File: src/rtl/code_patch_pkg.sv
// code_patch_pkg: shared types and widths for the code-patch read tracker
package code_patch_pkg;
  localparam int IDX_FIELD_W = 8;
  typedef struct packed {
    logic                   is_read;
    logic                   match;
    logic [IDX_FIELD_W-1:0] idx;
  } rd_entry_t;
  function automatic int patch_idx_w(input int n);
    return (n > 1) ? $clog2(n) : 1;
  endfunction
endpackage

File: src/rtl/code_patch_rd_fifo.sv
// code_patch_rd_fifo: synchronous FIFO with occupancy count, pointers wrap modulo DEPTH
module code_patch_rd_fifo #(
  parameter int W     = 10,
  parameter int DEPTH = 4
) (
  input  logic                       clk_i,
  input  logic                       rst_ni,
  input  logic                       push_i,
  input  logic                       pop_i,
  input  logic [W-1:0]               wdata_i,
  output logic [W-1:0]               rdata_o,
  output logic                       full_o,
  output logic                       empty_o,
  output logic [$clog2(DEPTH):0]     count_o
);
  localparam int AW = $clog2(DEPTH);
  localparam int CW = AW + 1;
  logic [W-1:0]  mem_q [DEPTH];
  logic [AW-1:0] wptr_q, rptr_q;
  logic [CW-1:0] count_q;
  // pointer and occupancy bookkeeping
  always_ff @(posedge clk_i or negedge rst_ni) begin
    if (!rst_ni) begin
      wptr_q  <= '0;
      rptr_q  <= '0;
      count_q <= '0;
    end else begin
      if (push_i) wptr_q <= wptr_q + 1'b1;
      if (pop_i) rptr_q <= rptr_q + 1'b1;
      count_q <= count_q + CW'(push_i) - CW'(pop_i);
    end
  end
  // storage needs no reset: entries are only read while counted
  always_ff @(posedge clk_i) begin
    if (push_i) mem_q[wptr_q] <= wdata_i;
  end
  assign rdata_o = mem_q[rptr_q];
  assign full_o  = count_q == CW'(DEPTH);
  assign empty_o = count_q == '0;
  assign count_o = count_q;
endmodule

File: src/rtl/code_patch_rd_tracker.sv
// code_patch_rd_tracker: in-order bus transaction tracker producing per-response read/patch-match qualifiers
module code_patch_rd_tracker
  import code_patch_pkg::*;
#(
  parameter int ADDR_W          = 32,
  parameter int NUM_PATCH       = 4,
  parameter int MAX_OUTSTANDING = 4
) (
  input  logic                                   clk_i,
  input  logic                                   rst_ni,
  input  logic                                   bus_req_i,
  input  logic                                   bus_gnt_i,
  input  logic                                   bus_we_i,
  input  logic [ADDR_W-1:0]                      bus_addr_i,
  input  logic                                   bus_rvalid_i,
  input  logic [NUM_PATCH-1:0][ADDR_W-1:0]       patch_addr_i,
  input  logic [NUM_PATCH-1:0]                   patch_en_i,
  input  logic                                   err_clr_i,
  output logic                                   req_block_o,
  output logic                                   si_read_o,
  output logic                                   match_o,
  output logic [patch_idx_w(NUM_PATCH)-1:0]      match_idx_o,
  output logic [$clog2(MAX_OUTSTANDING):0]       outstanding_o,
  output logic                                   err_o
);
  localparam int IW = patch_idx_w(NUM_PATCH);
  localparam int CW = $clog2(MAX_OUTSTANDING) + 1;
  logic                   accept, pop, push, full, empty, hit, err_q, err_d, block_q, block_d;
  logic [IDX_FIELD_W-1:0] hit_idx;
  logic [CW-1:0]          count, count_nxt;
  rd_entry_t              push_e, head_e;
  assign accept = bus_req_i & bus_gnt_i;
  assign pop    = bus_rvalid_i & ~empty;
  assign push   = accept & (~full | pop);
  // word-address priority match, lowest enabled slot wins
  always_comb begin
    hit     = 1'b0;
    hit_idx = '0;
    for (int k = NUM_PATCH - 1; k >= 0; k--)
      if (patch_en_i[k] && ((patch_addr_i[k] ^ bus_addr_i) & ~ADDR_W'(3)) == '0) begin
        hit     = 1'b1;
        hit_idx = IDX_FIELD_W'(k);
      end
  end
  assign push_e = '{is_read: ~bus_we_i, match: ~bus_we_i & hit, idx: bus_we_i ? '0 : hit_idx};
  code_patch_rd_fifo #(.W($bits(rd_entry_t)), .DEPTH(MAX_OUTSTANDING)) u_fifo (
    .clk_i   (clk_i),
    .rst_ni  (rst_ni),
    .push_i  (push),
    .pop_i   (pop),
    .wdata_i (push_e),
    .rdata_o (head_e),
    .full_o  (full),
    .empty_o (empty),
    .count_o (count)
  );
  assign si_read_o     = pop & head_e.is_read;
  assign match_o       = pop & head_e.is_read & head_e.match;
  assign match_idx_o   = match_o ? IW'(head_e.idx) : '0;
  assign outstanding_o = count;
  assign err_o         = err_q;
  assign req_block_o   = block_q;
  assign count_nxt     = count + CW'(push) - CW'(pop);
  // sticky error wins over a same-cycle clear; block tracks the post-update count
  always_comb begin
    err_d   = ((bus_rvalid_i & empty) | (accept & full & ~pop)) ? 1'b1 : err_clr_i ? 1'b0 : err_q;
    block_d = count_nxt == CW'(MAX_OUTSTANDING);
  end
  // error and back-pressure registers
  always_ff @(posedge clk_i or negedge rst_ni) begin
    if (!rst_ni) begin
      err_q   <= 1'b0;
      block_q <= 1'b0;
    end else begin
      err_q   <= err_d;
      block_q <= block_d;
    end
  end
endmodule

File: config.mk
export PLATFORM = sky130hd
export DESIGN_NAME = code_patch_rd_tracker
export DESIGN_NICKNAME = d
export VERILOG_FILES = /design/src/rtl/code_patch_pkg.sv /design/src/rtl/code_patch_rd_fifo.sv /design/src/rtl/code_patch_rd_tracker.sv
export SDC_FILE = /design/constraint.sdc
export NUM_CORES = 1
export LEC_CHECK = 0
export CELL_PAD_IN_SITES_DETAIL_PLACEMENT = 1
export CELL_PAD_IN_SITES_GLOBAL_PLACEMENT = 1
export CORE_MARGIN = 4
export CORE_UTILIZATION = 30
export DETAILED_ROUTE_END_ITERATION = 10
export PLACE_DENSITY_LB_ADDON = 0.1
export SETUP_SLACK_MARGIN = 0.05
export SLEW_MARGIN = 20
export SYNTH_ARGS = -nofsm -noshare
export SYNTH_HDL_FRONTEND = slang
export SYNTH_HIERARCHICAL = 1
export SYNTH_SLANG_ARGS = --single-unit
File: constraint.sdc
create_clock -name clk_i -period 2.7 [get_ports clk_i]
set_input_delay 0.54 -clock clk_i [delete_from_list [all_inputs] [get_ports clk_i]]
set_output_delay 0.54 -clock clk_i [all_outputs]
set_load 0.02 [all_outputs]
Word level (Yosys, flattened, before mapping). Memories as Yosys holds them, arrays and structs flattened. Index checks and enable logic that the tools add are counted.

Register bits after elaboration: 9. Memory bits (writable): 40. Input port bits: 171. Output and inout port bits: 9. Logic and storage cells: 55. Memories: 1.

Add/subtract/negate cells: 4. Equal/unequal tests: 2. Muxes and demuxes: 14. Bitwise logic cells: 19. Reductions and logical operators: 10.

Memories: u_fifo.mem_q (depth 4, bits a word 10, rd ports 1, clocked after Yosys merged registers in 0, wr ports 1, line code_patch_rd_fifo.sv:18) `logic [W-1:0] mem_q [DEPTH];`.

Operator list (number): 32-bit zero test (4); 32-bit XOR (4); 8-bit 2-to-1 mux (2); 1-bit AND (9); 1-bit 2-to-1 mux (8); 2-bit 2-to-1 mux (4); 3-bit equality test, second input constant (2); 2-bit by 1-bit adder with 2-bit output, second input constant (2); 1-bit logical AND (4); 1-bit inverter (4); 3-bit by 1-bit adder with 3-bit output (1); 3-bit zero test (1); 3-bit by 1-bit subtractor with 3-bit output (1); 1-bit OR (2); 2-bit nonzero test (1).

Longest topological paths before layout.
Word-level depth: 8. Depth in mapped cells: 11. Gate-level depth less buffers: 11.

Modules after synthesis. Netlist, hierarchy kept.

By module, submodules not included: code_patch_rd_fifo (times used 1, cells an instance 86, area each 1835.5 um2, seq. area each 1376.3 um2); code_patch_rd_tracker (times used 1, cells an instance 204, area each 1661.6 um2, seq. area each 50.0 um2).

Worst setup path before layout. OpenSTA, ideal clock, no wires.

Path kind: register to register. Start point: register u_fifo.count_q[1] (netlist: u_fifo/count_o[1]). End point: register block_q (netlist: req_block_o). Setup time: 0.121 ns. Data arrival time: 2.395 ns. Data required time: 2.579 ns. Path slack: 0.185 ns. Stages on the path, launching flop included: 12. Buffers on the path: 0. Clock period less this slack: 2.515 ns. Path through: dfrtp_1 -> nor3_1 -> nor2b_1 -> nand2b_1 -> nand3_1 -> ha_1 -> inv_1 -> ha_1 -> fa_1 -> xnor2_1 -> xnor2_1 -> nor3_1.

Longest elaborated chain between the ends: 8. Elaborated cells between the ends (all ways): 10. Those cells by class: 2 x add/sub; 2 x eq/ne; 5 x bitwise; 1 x reduce/logical.

Ends and longest elaborated chain: start, declared (line code_patch_rd_fifo.sv:20) `logic [CW-1:0] count_q;`; start signal, assigned (line code_patch_rd_fifo.sv:30) `count_q <= count_q + CW'(push_i) - CW'(pop_i);`; 3-bit zero test * (line code_patch_rd_fifo.sv:39) `assign empty_o = count_q == '0;`; net empty (line code_patch_rd_tracker.sv:28) `logic accept, pop, push, full, empty, hit, err_q, err_d, block_q, block_d;`; 1-bit inverter * (line code_patch_rd_tracker.sv:33) `assign pop = bus_rvalid_i & ~empty;`; 1-bit AND * (line code_patch_rd_tracker.sv:33); net pop (line code_patch_rd_tracker.sv:28); 1-bit OR (line code_patch_rd_tracker.sv:34) `assign push = accept & (~full | pop);`; 1-bit AND (line code_patch_rd_tracker.sv:34); 3-bit by 1-bit adder with 3-bit output (line code_patch_rd_tracker.sv:63) `assign count_nxt = count + CW'(push) - CW'(pop);`; 3-bit by 1-bit subtractor with 3-bit output * (line code_patch_rd_tracker.sv:63); 3-bit equality test * (line code_patch_rd_tracker.sv:67) `block_d = count_nxt == CW'(MAX_OUTSTANDING);`; net block_d (line code_patch_rd_tracker.sv:28); end signal, assigned (line code_patch_rd_tracker.sv:76) `block_q <= block_d;`; end, declared (line code_patch_rd_tracker.sv:28).

Mark *: on every way through the listed nets, which the timed path passes. The rest lies on a longest branch. A chain may end at the register's enable or synchronous reset.

Final worst setup path.
Start point: input port bus_rvalid_i. End point: register block_q (netlist: req_block_o).

Longest elaborated chain between the ends: 6.

Ends and longest elaborated chain: start, declared (line code_patch_rd_tracker.sv:15) `input logic bus_rvalid_i,`; 1-bit AND * (line code_patch_rd_tracker.sv:33); net pop (line code_patch_rd_tracker.sv:28); 1-bit OR (line code_patch_rd_tracker.sv:34); 1-bit AND (line code_patch_rd_tracker.sv:34); 3-bit by 1-bit adder with 3-bit output (line code_patch_rd_tracker.sv:63); 3-bit by 1-bit subtractor with 3-bit output * (line code_patch_rd_tracker.sv:63); 3-bit equality test * (line code_patch_rd_tracker.sv:67); net block_d (line code_patch_rd_tracker.sv:28).

Marked as above.

==> results.txt <==
The post-synthesis to final-layout area growth came out at 78.6%. The post-DP HPWL came out at between 10,000 and 15,000 um. The number of hold buffers added after cts is 0. After the first detailed-routing iteration, the DRC count stood at 67.

The count of boundary I/O pins is 180. The analysis attributes to net switching a power of 657 uW. The clock power share came out at 12.0%. The routed wire length came out at about 11,000 um. The detail-routed net length per standard cell came out at 19.1 um.

In this run switching power makes up 34.6% of total power. Clock tree synthesis selected as its root buffer the cell clkbuf_8. In this run, placement finished with an instance count of 557.

The maximum operating frequency came out at 0.387 GHz. The horizontal die dimension is slightly above 100 um. STA classifies the critical path startpoint as an input pin. The final weighted congestion in routability-driven placement came out at a little over 0.8.

For the worst setup path, the data required time is between 2 and 3 ns. The flow ran to the end, and the final reports show no timing, DRC or antenna violations. The leakage power figure is 1.75 nW. The y dimension of the die came out at between 100 and 150 um. The count of nets after finishing is 638. The tool flagged a number of max-cap violations equal to 0. The synthesized netlist net count is 440.

The initialized floorplan defines 33 standard-cell rows. The count of antenna-violating nets left after detailed routing is 0. Setup repair after global routing could not meet its margin everywhere. The total clock buffers created by CTS came out at 3. The placed standard-cell area is 4640 um^2. The max-slew headroom at the worst pin came out at about two thirds. The power density over the cells is 403 nW/um^2. The final hold violation count is 0.

In this run the tool buffered the top-level ports with roughly 170 buffer cells. The maximum level of the CTS H-tree is 1. The worst setup path is captured at a flop.

The number of cells upsized or downsized after cts is 5. Per report_power, the combinational group accounts for between 50% and 60% of the total. The number of global-route vias before repair came out at around 3k. The share of the clock period used by the worst path came out at approximately 96%. Once the clock tree was built, the setup fixing pass inserted 0 buffers. The power consumption is roughly 1.9 mW. Across the VDD grid, the largest voltage drop is ~0.21 mV.

The worst-margin pin slew came out at 0.510 ns. The clock sink total came out at 25. The number of pins with negative max-slew slack in the final report came out at 0. The setup violation total in the final timing report came out at 0.

The routed via count divided by cell count is 4.58. The maximum number of pins on one net before global-route repair is 16. The starting utilization of the core area is a little under a third.

The count of yosys warnings during synthesis came out at 6. The longest clock path from root to sink contains 2 buffers. Synthesis produced approximately 260 cells. The total DRC errors in the routed layout is 0. At the worst endpoint, the arrival time is about 2.8 ns.

The finished cells cover about 4700 um^2. The synthesized area per cell is 10.2 um^2. The global-route wire length before repair came out at 15,800 um. The fraction of final layout cells sized beyond drive strength 1 is a little over a tenth. Across the routed clock network, the largest skew measured is ~0.0037 ns. The die outline area is between 10,000 and 15,000 um^2. The worst setup path is of the in -> reg kind. The first TritonRoute pass finished after 4 iterations. The global route total overflow is 0. The total track usage came out at 20.9%.

The clock transition time at the flip-flop clock pins of the worst setup and hold paths is 0.09 ns. TritonCTS built the clock tree. The finished layout holds 562 standard cells, fillers aside. At the later pin of the worst-skew pair, clock insertion delay measures 0.27 ns. The number of vias in the routed layout came out at 2,576. In this run the worst hold path is classified as reg -> reg. The internal power contribution is approximately 1.2 mW. The number of antenna violations at the first check in global routing came to 1. Sequential cells account for 31.0% of the total power. The final critical path time including I/O delays and setup is 2.58 ns. The total standard cell area after synthesis came out at 2640 um^2. The area of the core came out at approximately 8400 um^2. Along the worst path, the maximum fanout reaches 4.
## worst max-delay path: stages
cell             delay [ns]
clkdlybuf4s50_1        0.48
nor2b_4                0.17
nand2b_1               0.12
nand3_1                0.11
ha_1                   0.29
inv_1                  0.04
ha_1                   0.18
fa_1                   0.41
xnor2_1                0.16
xnor2_1                0.13
nor3_1                 0.14
## path summary, 6_finish.rpt
| check | startpoint | endpoint | slack [ns] | cells after the start |
|---|---|---|---|---|
| worst max-delay path | bus_rvalid_i | req_block_o$_DFF_PN0_ | 0.12 | 11 |
| worst min-delay path | u_fifo/wptr_q[0]$_DFFE_PN0P_ | u_fifo/wptr_q[0]$_DFFE_PN0P_ | 0.54 | 1 |
| worst max register to register | u_fifo/count_o[2]$_DFF_PN0_ | req_block_o$_DFF_PN0_ | 0.21 | 10 |
| worst min register to register | u_fifo/wptr_q[0]$_DFFE_PN0P_ | u_fifo/wptr_q[0]$_DFFE_PN0P_ | 0.54 | 1 |
| max in group asynchronous | rst_ni | u_fifo/rptr_q[0]$_DFFE_PN0P_ | 1.82 | 1 |
| min in group asynchronous | rst_ni | u_fifo/rptr_q[1]$_DFFE_PN0P_ | 0.56 | 1 |
## flip-flops by register name, indices dropped and copies added, names as in the netlist
name,flops
u_fifo/mem_q,16
u_fifo/count_o,3
u_fifo/rptr_q,2
u_fifo/wptr_q,2
err_o,1
req_block_o,1
## cell type report
type,instances,area (um^2)
well taps,105,131
repair buffers,206,1970
multi-input cells,209,1810
diodes,1,2.50
flip-flops and latches,25,707
clock buffers,3,41.3
fillers,953,3670
clock inverters,1,7.51
inverters,12,45.0
## power by group through the flow
stage | Clock, mW | Combinational, mW | Sequential [mW]
final | 0.228 | 1.08 | 0.588
after global placement | 0 | 1.05 | 0.592
after global routing | 0.254 | 1.19 | 0.601
after detailed placement | 0 | 1.10 | 0.599
after floorplan | 0 | 0.568 | 0.597
after CTS | 0.237 | 1.10 | 0.591
## layout by cell type (no fill, tap or decap), types with 4 or more instances in the layout
cell type and n:
xor2_1 28, buf_4 37, nor4_1 10, ha_1 8, inv_1 12, and2_1 7
clkdlybuf4s50_1 165, edfxtp_1 16, dfrtp_1 8, nand4_1 25, xnor2_1 96, nand2_1 4
## routing by layer
metal / share of wire, % / track usage, % / vias up
li1: - / - / 1286
met1: 39 / 24.0 / 1175
met2: 51 / 37.9 / 101
met3: 8.2 / 6.27 / 14
met4: 1.8 / 4.91 / 0
met5: 0 / 0 / -
## per-stage QoR
stage / utilization, % / hold WS (ns) / setup TNS, ns / setup slack, ns
CTS: 56.0 / 0.543 / 0 / 0.0630
finish: 56.2 / 0.538 / 0 / 0.116
detailed placement: 55.4 / 0.526 / -1.36 / -0.273
floorplan: - / 0.244 / 0 / 0.185
global route: 56.2 / 0.552 / 0 / 0.00509
global placement: 55.4 / 0.515 / -0.814 / -0.169
Note: power is estimated with default switching activity, not from simulation.
